[src/rtl/jpeg_pipeline_ctrl.sv]
// jpeg_pipeline_ctrl: block sequencer for the RGB->YCbCr / 3x DCT / quantize / zigzag pipeline.
// It accepts RGB blocks, waits out the colour-conversion latency, and issues each block to the
// three DCT channels under per-channel handshakes. It then joins the DCT outputs, tracks the
// blocks in flight and emits a tagged result strobe after the quantize/zigzag latency.
// Optional feature macro: JPEG_CTRL_PERF_EN adds saturating 32-bit performance counters.
module jpeg_pipeline_ctrl #(
    parameter int PRE_LAT      = 1,
    parameter int POST_LAT     = 2,
    parameter int MAX_INFLIGHT = 4,
    parameter int TAG_W        = 8,
    parameter int SKEW_MAX     = 3
) (
    input  logic                             clk,
    input  logic                             reset_n,
    input  logic                             src_valid,
    output logic                             src_ready,
    output logic                             src_busy,
    output logic [2:0]                       dct_in_valid,
    input  logic [2:0]                       dct_in_ready,
    input  logic [2:0]                       dct_out_valid,
    output logic [2:0]                       dct_out_ready,
    input  logic                             dst_stall,
    output logic                             dst_valid,
    output logic [TAG_W-1:0]                 dst_tag,
    output logic [$clog2(MAX_INFLIGHT):0]    inflight,
    output logic                             err_desync
`ifdef JPEG_CTRL_PERF_EN
    ,
    output logic [31:0]                      perf_blocks,
    output logic [31:0]                      perf_stall,
    output logic [31:0]                      perf_issue_wait
`endif
);

    localparam int CW = $clog2(MAX_INFLIGHT) + 1;
    localparam int PW = $clog2(MAX_INFLIGHT);
    localparam int SW = $clog2(SKEW_MAX + 2);
    localparam logic [3:0] PRE_LOAD = (PRE_LAT > 0) ? 4'(PRE_LAT - 1) : 4'd0;

    typedef enum logic [1:0] {ST_IDLE, ST_PRE, ST_ISSUE} state_t;

    state_t                          state_q, state_d;
    logic [3:0]                      pre_cnt_q, pre_cnt_d;
    logic [2:0]                      acc_mask_q, acc_mask_d;
    logic [TAG_W-1:0]                tag_cnt_q, tag_cnt_d;
    logic [CW-1:0]                   inflight_q, inflight_d;
    logic [PW-1:0]                   wr_ptr_q, wr_ptr_d, rd_ptr_q, rd_ptr_d;
    logic [SW-1:0]                   skew_q, skew_d;
    logic                            err_q, err_d;
    logic [POST_LAT-1:0]             dl_valid_q, dl_valid_d;
    logic [POST_LAT-1:0][TAG_W-1:0]  dl_tag_q, dl_tag_d;
    logic [TAG_W-1:0]                fifo_mem [MAX_INFLIGHT];
    logic                            push, join_now, fifo_empty, partial;

    assign fifo_empty    = (inflight_q == '0);
    assign join_now      = (&dct_out_valid) & ~fifo_empty & ~dst_stall;
    assign partial       = (|dct_out_valid) & ~(&dct_out_valid);
    assign dct_out_ready = {3{join_now}};
    assign src_busy      = (state_q != ST_IDLE);
    assign dst_valid     = dl_valid_q[POST_LAT-1];
    assign dst_tag       = dl_tag_q[POST_LAT-1];
    assign inflight      = inflight_q;
    assign err_desync    = err_q;

    // Input FSM: accept a block, wait the conversion latency, then issue to the three channels.
    always_comb begin
        state_d      = state_q;
        pre_cnt_d    = pre_cnt_q;
        acc_mask_d   = acc_mask_q;
        tag_cnt_d    = tag_cnt_q;
        src_ready    = 1'b0;
        dct_in_valid = 3'b000;
        push         = 1'b0;
        case (state_q)
            ST_IDLE: begin
                src_ready = (inflight_q < CW'(MAX_INFLIGHT));
                if (src_valid && src_ready) begin
                    push       = 1'b1;
                    tag_cnt_d  = tag_cnt_q + 1'b1;
                    acc_mask_d = 3'b000;
                    pre_cnt_d  = PRE_LOAD;
                    state_d    = (PRE_LAT == 0) ? ST_ISSUE : ST_PRE;
                end
            end
            ST_PRE: begin
                if (pre_cnt_q == 4'd0) state_d = ST_ISSUE;
                else                   pre_cnt_d = pre_cnt_q - 1'b1;
            end
            ST_ISSUE: begin
                dct_in_valid = ~acc_mask_q;
                acc_mask_d   = acc_mask_q | (dct_in_valid & dct_in_ready);
                if (&acc_mask_d) state_d = ST_IDLE;
            end
            default: state_d = ST_IDLE;
        endcase
    end

    // Tag FIFO pointers, in-flight count, result delay line and desync detection.
    always_comb begin
        wr_ptr_d   = push ? wr_ptr_q + 1'b1 : wr_ptr_q;
        rd_ptr_d   = join_now ? rd_ptr_q + 1'b1 : rd_ptr_q;
        inflight_d = inflight_q;
        case ({push, join_now})
            2'b10:   inflight_d = inflight_q + 1'b1;
            2'b01:   inflight_d = inflight_q - 1'b1;
            default: inflight_d = inflight_q;
        endcase
        dl_valid_d    = dl_valid_q;
        dl_tag_d      = dl_tag_q;
        dl_valid_d[0] = join_now;
        dl_tag_d[0]   = join_now ? fifo_mem[rd_ptr_q] : '0;
        for (int i = 1; i < POST_LAT; i++) begin
            dl_valid_d[i] = dl_valid_q[i-1];
            dl_tag_d[i]   = dl_tag_q[i-1];
        end
        // Skew counter saturates at SKEW_MAX; one more partial cycle beyond that is an error.
        skew_d = '0;
        if (partial) skew_d = (skew_q == SW'(SKEW_MAX)) ? skew_q : skew_q + 1'b1;
        err_d = err_q | (partial && (skew_q == SW'(SKEW_MAX))) | ((|dct_out_valid) && fifo_empty);
    end

    // Tag storage; stale entries after reset are unreachable because the pointers restart.
    always_ff @(posedge clk) begin
        if (push) fifo_mem[wr_ptr_q] <= tag_cnt_q;
    end

    // State registers with asynchronous active-low reset.
    always_ff @(posedge clk or negedge reset_n) begin
        if (!reset_n) begin
            state_q    <= ST_IDLE;
            pre_cnt_q  <= '0;
            acc_mask_q <= '0;
            tag_cnt_q  <= '0;
            inflight_q <= '0;
            wr_ptr_q   <= '0;
            rd_ptr_q   <= '0;
            skew_q     <= '0;
            err_q      <= 1'b0;
            dl_valid_q <= '0;
            dl_tag_q   <= '0;
        end else begin
            state_q    <= state_d;
            pre_cnt_q  <= pre_cnt_d;
            acc_mask_q <= acc_mask_d;
            tag_cnt_q  <= tag_cnt_d;
            inflight_q <= inflight_d;
            wr_ptr_q   <= wr_ptr_d;
            rd_ptr_q   <= rd_ptr_d;
            skew_q     <= skew_d;
            err_q      <= err_d;
            dl_valid_q <= dl_valid_d;
            dl_tag_q   <= dl_tag_d;
        end
    end

`ifdef JPEG_CTRL_PERF_EN
    logic [31:0] perf_blocks_q, perf_blocks_d;
    logic [31:0] perf_stall_q, perf_stall_d;
    logic [31:0] perf_issue_wait_q, perf_issue_wait_d;

    // Saturating event counters.
    always_comb begin
        perf_blocks_d     = perf_blocks_q;
        perf_stall_d      = perf_stall_q;
        perf_issue_wait_d = perf_issue_wait_q;
        if (dst_valid && (perf_blocks_q != '1))
            perf_blocks_d = perf_blocks_q + 32'd1;
        if (dst_stall && (&dct_out_valid) && (perf_stall_q != '1))
            perf_stall_d = perf_stall_q + 32'd1;
        if ((state_q == ST_ISSUE) && (|(dct_in_valid & ~dct_in_ready)) && (perf_issue_wait_q != '1))
            perf_issue_wait_d = perf_issue_wait_q + 32'd1;
    end

    // Counter registers.
    always_ff @(posedge clk or negedge reset_n) begin
        if (!reset_n) begin
            perf_blocks_q     <= '0;
            perf_stall_q      <= '0;
            perf_issue_wait_q <= '0;
        end else begin
            perf_blocks_q     <= perf_blocks_d;
            perf_stall_q      <= perf_stall_d;
            perf_issue_wait_q <= perf_issue_wait_d;
        end
    end

    assign perf_blocks     = perf_blocks_q;
    assign perf_stall      = perf_stall_q;
    assign perf_issue_wait = perf_issue_wait_q;
`endif

endmodule
[config.mk]
export PLATFORM = sky130hd
export DESIGN_NAME = jpeg_pipeline_ctrl
export DESIGN_NICKNAME = d
export VERILOG_FILES = /design/src/rtl/jpeg_pipeline_ctrl.sv
export SDC_FILE = /design/constraint.sdc
export NUM_CORES = 1
export LEC_CHECK = 0
export BUFFER_PORTS_ARGS = -buffer_cell sky130_fd_sc_hd__buf_4
export CAP_MARGIN = 20
export CORE_UTILIZATION = 45
export DETAILED_ROUTE_END_ITERATION = 8
export SYNTH_ARGS = -nofsm -noshare
export SYNTH_HDL_FRONTEND = slang
export SYNTH_SLANG_ARGS = --single-unit
[constraint.sdc]
create_clock -name clk -period 5.3 [get_ports clk]
set_input_delay 0.265 -clock clk [delete_from_list [all_inputs] [get_ports clk]]
set_output_delay 0.265 -clock clk [all_outputs]
set_load 0.01 [all_outputs]
==> results of run 1 <==
state kept, by name (all words and copies together), names as in the netlist, 3 cells and up:
name	flops
inflight	3
dst_tag	8
acc_mask_q	3
skew_q	3
fifo_mem	32
pre_cnt_q	4
dl_tag_d	8
tag_cnt_q	8
worst min path at each step:
stage                               start             to  slack (ns)  cells after the start
after floorplan                   reset_n  acc_mask_q[0]       -0.03                      0
after global placement            reset_n     dst_tag[4]        0.31                      1
after detailed placement          reset_n     dst_tag[4]        0.31                      1
after CTS                 dct_in_ready[0]  acc_mask_q[0]        0.16                      2
after global routing      dct_in_ready[0]  acc_mask_q[0]        0.17                      2
final                     dct_in_ready[0]  acc_mask_q[0]        0.18                      2
worst max-delay path, cell delays in order, from the launching register on:
cell and delay (ns):
dfrtp_1 0.47, nor3_1 0.11, or3_1 0.52, inv_1 0.21, ha_1 0.20, inv_1 0.06
fa_1 0.37, xor2_1 0.15, nor2_1 0.11, xor2_1 0.15
cell families (layout without fill, tap and decap cells):
| group | Yosys count | in the layout | synth area share, % |
|---|---|---|---|
| DFF | 78 | 78 | 68.1 |
| and+or+nand+nor | 56 | 56 | 10.2 |
| AOI/OAI and AO/OA | 13 | 13 | 2.70 |
| xor gates and xnor gates | 14 | 14 | 3.95 |
| buffers and inverters | 18 | 57 | 2.91 |
| adders and majority gates | 11 | 11 | 4.68 |
| muxes | 13 | 13 | 7.47 |
power groups by stage:
| stage | logic (W) | clock network [W] | registers [W] |
|---|---|---|---|
| detailed placement | 0.000479 | 0 | 0.000934 |
| finish | 0.000472 | 0.000363 | 0.000916 |
| CTS | 0.000481 | 0.000376 | 0.000921 |
| global placement | 0.000477 | 0 | 0.000930 |
| global route | 0.000540 | 0.000396 | 0.000941 |
| floorplan | 0.000380 | 0 | 0.000878 |
cell usage in the layout (no fill, tap or decap):
cell type and n:
nand2_1 10, fa_1 1, nand3_1 5, mux2i_1 4, nor4_2 1, mux4_2 8, or3b_1 1, inv_2 1
nor3_1 3, dlygate4sd3_1 1, o211ai_1 1, edfxtp_1 32, clkbuf_1 5, nor2_1 13, a21oi_1 2, mux2_2 1
a21o_1 3, or3_1 2, o21ai_0 4, a22o_1 2, dfrtp_1 46, nand2b_1 2, nand4_1 1, clkinv_2 1
o22ai_1 1, nor4b_1 1, or2_2 1, clkbuf_8 9, clkinvlp_4 1, xor2_1 8, buf_4 30, and2_1 4
ha_1 10, nor3_2 1, inv_1 9, nor2b_1 10, nor4b_4 1, xnor2_1 6
per-layer routing:
metal	GRT usage, %	routed length (µm)
met5	0	0
met4	7.40	62
met3	3.21	131
met2	22.0	2150
met1	20.5	2360
cell type report:
class	count	area share, %
repair buffers	31	6.65
clock inverters	2	0.354
inverters	10	1.06
clock buffers	14	4.04
flip-flops and latches	78	59.8
well taps	77	2.73
multi-input cells	107	25.4
stage by stage:
stage | utilization [%] | hold slack, ns | setup slack [ns] | cell area [µm²]
6_report | 54.4 | 0.178 | 2.89 | 3530
5_1_grt | 54.4 | 0.168 | 2.63 | 3530
4_1_cts | 54.4 | 0.157 | 2.84 | 3530
3_5_place_dp | 51.9 | 0.308 | 2.85 | 3370
3_3_place_gp | 51.9 | 0.313 | 2.92 | 3370
2_1_floorplan | - | -0.0306 | 3.06 | 3100
==> impl_results.md, run 1 <==
* Crit path to: inflight[2]
* H-tree depth at 3
* # DRC at 0
* Reg area at 2110 µm²
* Clock insertion delay at the later pin of the skew report at 0.33 ns
* Area growth syn-to-layout at 14.0%
* #FFs+latches synth at 78
* Crit path launch: inflight[2]
* CP Launch Type: register
* Worst slew margin at 57.2%
* CTS tree: yes
* Post-route minimum period at 2.41 ns
* Via density per instance at 4.92
* Ranking of synthesized cells by area: dfrtp_1, edfxtp_1, mux4_2
* Global-route wire length before repair at 7850 µm
* Via count at 1568
* Clk sinks at 78
* Initial Util at 47.7%
* Site Rows at 29
* Synth unique cells at 36
* Initial DRC count at 48
* Layout cells sized above 1 at 22.7%
* Total wire length at 4700 µm
* Setup TNS at 0 ns
* R2R Path End: inflight[2]
* Clock power frac at 20.7%
* Post-Syn Instances at 203
* CORE AREA at 6490 µm²
* Final Power at 0.00175 W
* Hold_buf cts at 1
* Root buf cell: clkbuf_8
* Area share of the largest cell type after synthesis at 37.1%
* Sequential fraction of the synthesis area at 68.1%
* Routability Congestion at 0.765
* Final setup vio count at 0
* CP required at 5.56 ns
* Fillers at 529
* Comb power frac at 26.9%
* PwrDens at 495 nW/µm²
* Area of the multi-input gates at 898 µm²
* Final Skew at 0.00546 ns
* Final Cycle Share at 45.5%
* CP Max Fanout at 10
* Final Net Count at 258
* Total grt overflow at 0
* HPWL Detailed at 3140 µm
* Post-synthesis net count at 224
* Post-Syn Area at 3100 µm²
* Outcome: completed
* Top_reg_cell synth: dfrtp_1
* Worst Setup End Kind: register
* Worst R2R Setup Slack at 2.89 ns
* IO Port Bufs at 30
* Final non-filler cell total at 319
* Clk slew on worst S/H paths at 0.07 ns
* Number of CTS-inserted buffers at 9
* DIE HEIGHT at 85.0 µm
* Net Switching at 0.000549 W
* EDFF count, synth at 32
* Critical R2R Launch: inflight[2]
* Commonest cells in the netlist: dfrtp_1, edfxtp_1, nor2_1
* Synth Warn # at 0
* DIE AREA at 7230 µm²
* Post-CTS resize count at 0
* Syn avg cell area at 15.3 µm²
* Worst vdd ir at 0.254 mV
* Chip width at 85.0 µm
* Internal at 0.00120 W
* Count leader, synth: dfrtp_1
* Final Slew Violations at 0
* LEAKAGE at 1.53 nW
* Sw frac at 31.4%
* Max frequency at 0.414 GHz
* Drt first pass iters at 4
* WP data arrival at 2.67 ns
* R2r worst-path depth at 9
* Max-cap violations at 0
* Crit Path Category: reg2reg
* Post-CTS setup buffers at 0
* Overall routing resource usage at 14.7%
* Final hold vios at 0
* Unrepaired setup endpoints after global routing: false
* Ant diodes at 0
* Area leader, netlist: dfrtp_1
* Largest net degree at the start of global routing at 47
* Initial antenna violation count at 0
* Hold Path Class: in2reg
* I/O Pins at 31
* Slew @ Worst Pin at 0.639 ns
* Share of total power in sequential cells at 52.3%
* Post-synthesis async set-or-reset flop share at 59.0%
* Clock buffer depth at 2
* DP Cell Count at 302
* Wire per inst at 14.7 µm
* Post-route ant nets at 0
* Vias in the first global route at 1605
Power figures use the tool's default switching activity.
==> inputs of run 2 (changes only) <==
--- a/config.mk
+++ b/config.mk
@@ -9,6 +9,7 @@
 export CAP_MARGIN = 20
 export CORE_UTILIZATION = 45
 export DETAILED_ROUTE_END_ITERATION = 8
+export PLACE_DENSITY = 0.66
 export SYNTH_ARGS = -nofsm -noshare
 export SYNTH_HDL_FRONTEND = slang
 export SYNTH_SLANG_ARGS = --single-unit
==> constraint.sdc (replaced) <==
create_clock -name clk -period 2.2 [get_ports clk]
set_input_delay 0.11 -clock clk [delete_from_list [all_inputs] [get_ports clk]]
set_output_delay 0.11 -clock clk [all_outputs]
set_load 0.01 [all_outputs]
==> run 2 against run 1 <==
Net effect:
- via count is 4.1% higher
- sequential power rose by 140%
- clock skew up 0.0021 ns
- final area is 4.4% higher
- cell count rose by 2.5%
- hold slack got worse by 0.17 ns
- routed wire length decreased by 3.0%
- non-clock buffer count increased by 8
- critical endpoint unchanged
- largest cell class unchanged
- largest power group unchanged
==> impl_results.md, run 2 (synthesized netlist as in run 1, its figures left out) <==
* Outcome: completed
* Root buf cell: clkbuf_8
* CORE AREA at 6490 µm²
* Final Net Count at 266
* Drt first pass iters at 4
* Fin area at 3690 µm²
* Final setup vio count at 0
* H-tree depth at 3
* Largest register FFs at 32
* Post-route ant nets at 0
* Number of CTS-inserted buffers at 9
* Wire per inst at 14.0 µm
* CP required at 2.47 ns
* Unrepaired setup endpoints after global routing: false
* Worst slew margin at 61.5%
* Layout cells sized above 1 at 27.2%
* Final Skew at 0.00757 ns
* DIE AREA at 7230 µm²
* Worst Setup End Kind: register
* Final hold vios at 0
* CP Launch Type: register
* Fin Hold WS at 0.0118 ns
* Chip width at 85.0 µm
* Setup TNS at 0 ns
* Total wire length at 4560 µm
* Hold Path Class: in2reg
* Crit Path Category: reg2reg
* Area growth syn-to-layout at 19.0%
* # DRC at 0
* Ant diodes at 0
* Crit-path max cell delay at 0.38 ns
* CP delay by family, top: simple AND/OR/NAND/NOR gates
* WP data arrival at 2.30 ns
* CTS tree: yes
* Most used cell, CP: xor2_1
* CP Max Fanout at 5
* Placed Area at 3420 µm²
* Total grt overflow at 0
* PwrDens at 1270 nW/µm²
* IO Port Bufs at 30
* HPWL Detailed at 2930 µm
* Slew @ Worst Pin at 0.577 ns
* Cell Chain, Critical Path: nor3_1 -> or3_1 -> inv_2 -> ha_1 -> inv_1 -> fa_1 -> xor2_1 -> nor2_1 -> xor2_1
* Initial antenna violation count at 0
* Final Slew Violations at 0
* Via density per instance at 4.99
* Clock insertion delay at the later pin of the skew report at 0.34 ns
* I/O Pins at 31
* Most frequent cells in the layout: dfrtp_1, buf_4, edfxtp_1
* Post-route minimum period at 2.03 ns
* Initial DRC count at 40
* Global-route wire length before repair at 7890 µm
* Largest net degree at the start of global routing at 47
* Most common cell after layout, fill and taps aside: dfrtp_1
* Final Core Density at 56.8%
* Via count at 1633
* Final Cycle Share at 92.5%
* LEAKAGE at 1.61 nW
* Buf/Inv on CP at 2
* Largest Register: fifo_mem
* DIE HEIGHT at 85.0 µm
* Max frequency at 0.492 GHz
* Clk sinks at 78
* Worst vdd ir at 0.836 mV
* Initial Util at 47.7%
* Worst path slowest cell: or3_1
* Vias in the first global route at 1671
* Max-cap violations at 0
* Site Rows at 29
* Routability Congestion at 0.726
* Overall routing resource usage at 14.4%
* Clock buffer depth at 2
* Clk slew on worst S/H paths at 0.08 ns
==> run 2: cell count changes in the layout (fill, tap and decap cells not counted), sizes merged, moves of 2 or more <==
cell	change
buf	+6
clkbuf	-5
bufinv	+3
clkinv	+2
dlygate4sd3	+2
==> run 2: cell type report <==
type	count	area, µm²
timing repair buffer	39	300
tap	77	96.3
clock inverter	7	121
inverter	10	37.5
fill	505	2800
sequential	78	2110
clock buffer	9	124
multi-input combinational	107	898
==> run 2: final timing paths <==
path / start / end / slack (ns) / depth (start not counted)
worst min-delay path: dct_in_ready[1] / acc_mask_q[1] / 0.01 / 3
min in group asynchronous: reset_n / dst_tag[7] / 0.30 / 2
worst max-delay path: inflight[1] / inflight[2] / 0.17 / 9
worst max register to register: inflight[1] / inflight[2] / 0.17 / 9
max in group asynchronous: reset_n / inflight[2] / 1.47 / 2
worst min register to register: dl_tag_d[11] / dst_tag[3] / 0.35 / 0
==> run 2: power by group <==
group          leakage [nW]  switching [W]  internal [W]  total [W]
sequential            0.881       0.000307       0.00188    0.00219
clock                 0.124       0.000537      0.000760    0.00130
combinational         0.610       0.000550      0.000659    0.00121
==> run 2: what timing repair did <==
item                                   CTS  global route
gates resized for setup                  0             1
setup buffers                            0             0
endpoints found under the hold margin   48             0
hold buffers                             3             0
setup endpoints to repair                0             1
==> run 2: worst reg2reg max path, delay by kind of cell (launching register included) <==
kind | cells | cell delay, ns
AND/OR/NAND/NOR | 3 | 0.57
adder cells (fa/ha/maj) | 2 | 0.56
flip-flops | 1 | 0.37
XOR/XNOR | 2 | 0.29
buffers and inverters | 2 | 0.17
==> run 2: through the flow <==
| stage | power [W] | worst slack [ns] | std cells |
|---|---|---|---|
| 4_1_cts | 0.00474 | 0.0869 | 327 |
| 3_3_place_gp | 0.00341 | 0.182 | 308 |
| 2_1_floorplan | 0.00303 | 0.0208 | 203 |
| 6_report | 0.00469 | 0.166 | 327 |
| 5_1_grt | 0.00499 | 0.0119 | 327 |
| 3_5_place_dp | 0.00344 | 0.102 | 308 |
==> run 2: routing by layer <==
layer	part of all wire, %	up-vias	wire, µm	global-route usage, %
met4	1.6	0	71	8.01
met5	0	-	0	0
met3	2.5	6	116	3.31
met2	47	23	2160	22.7
li1	-	791	-	-
met1	49	813	2220	18.6
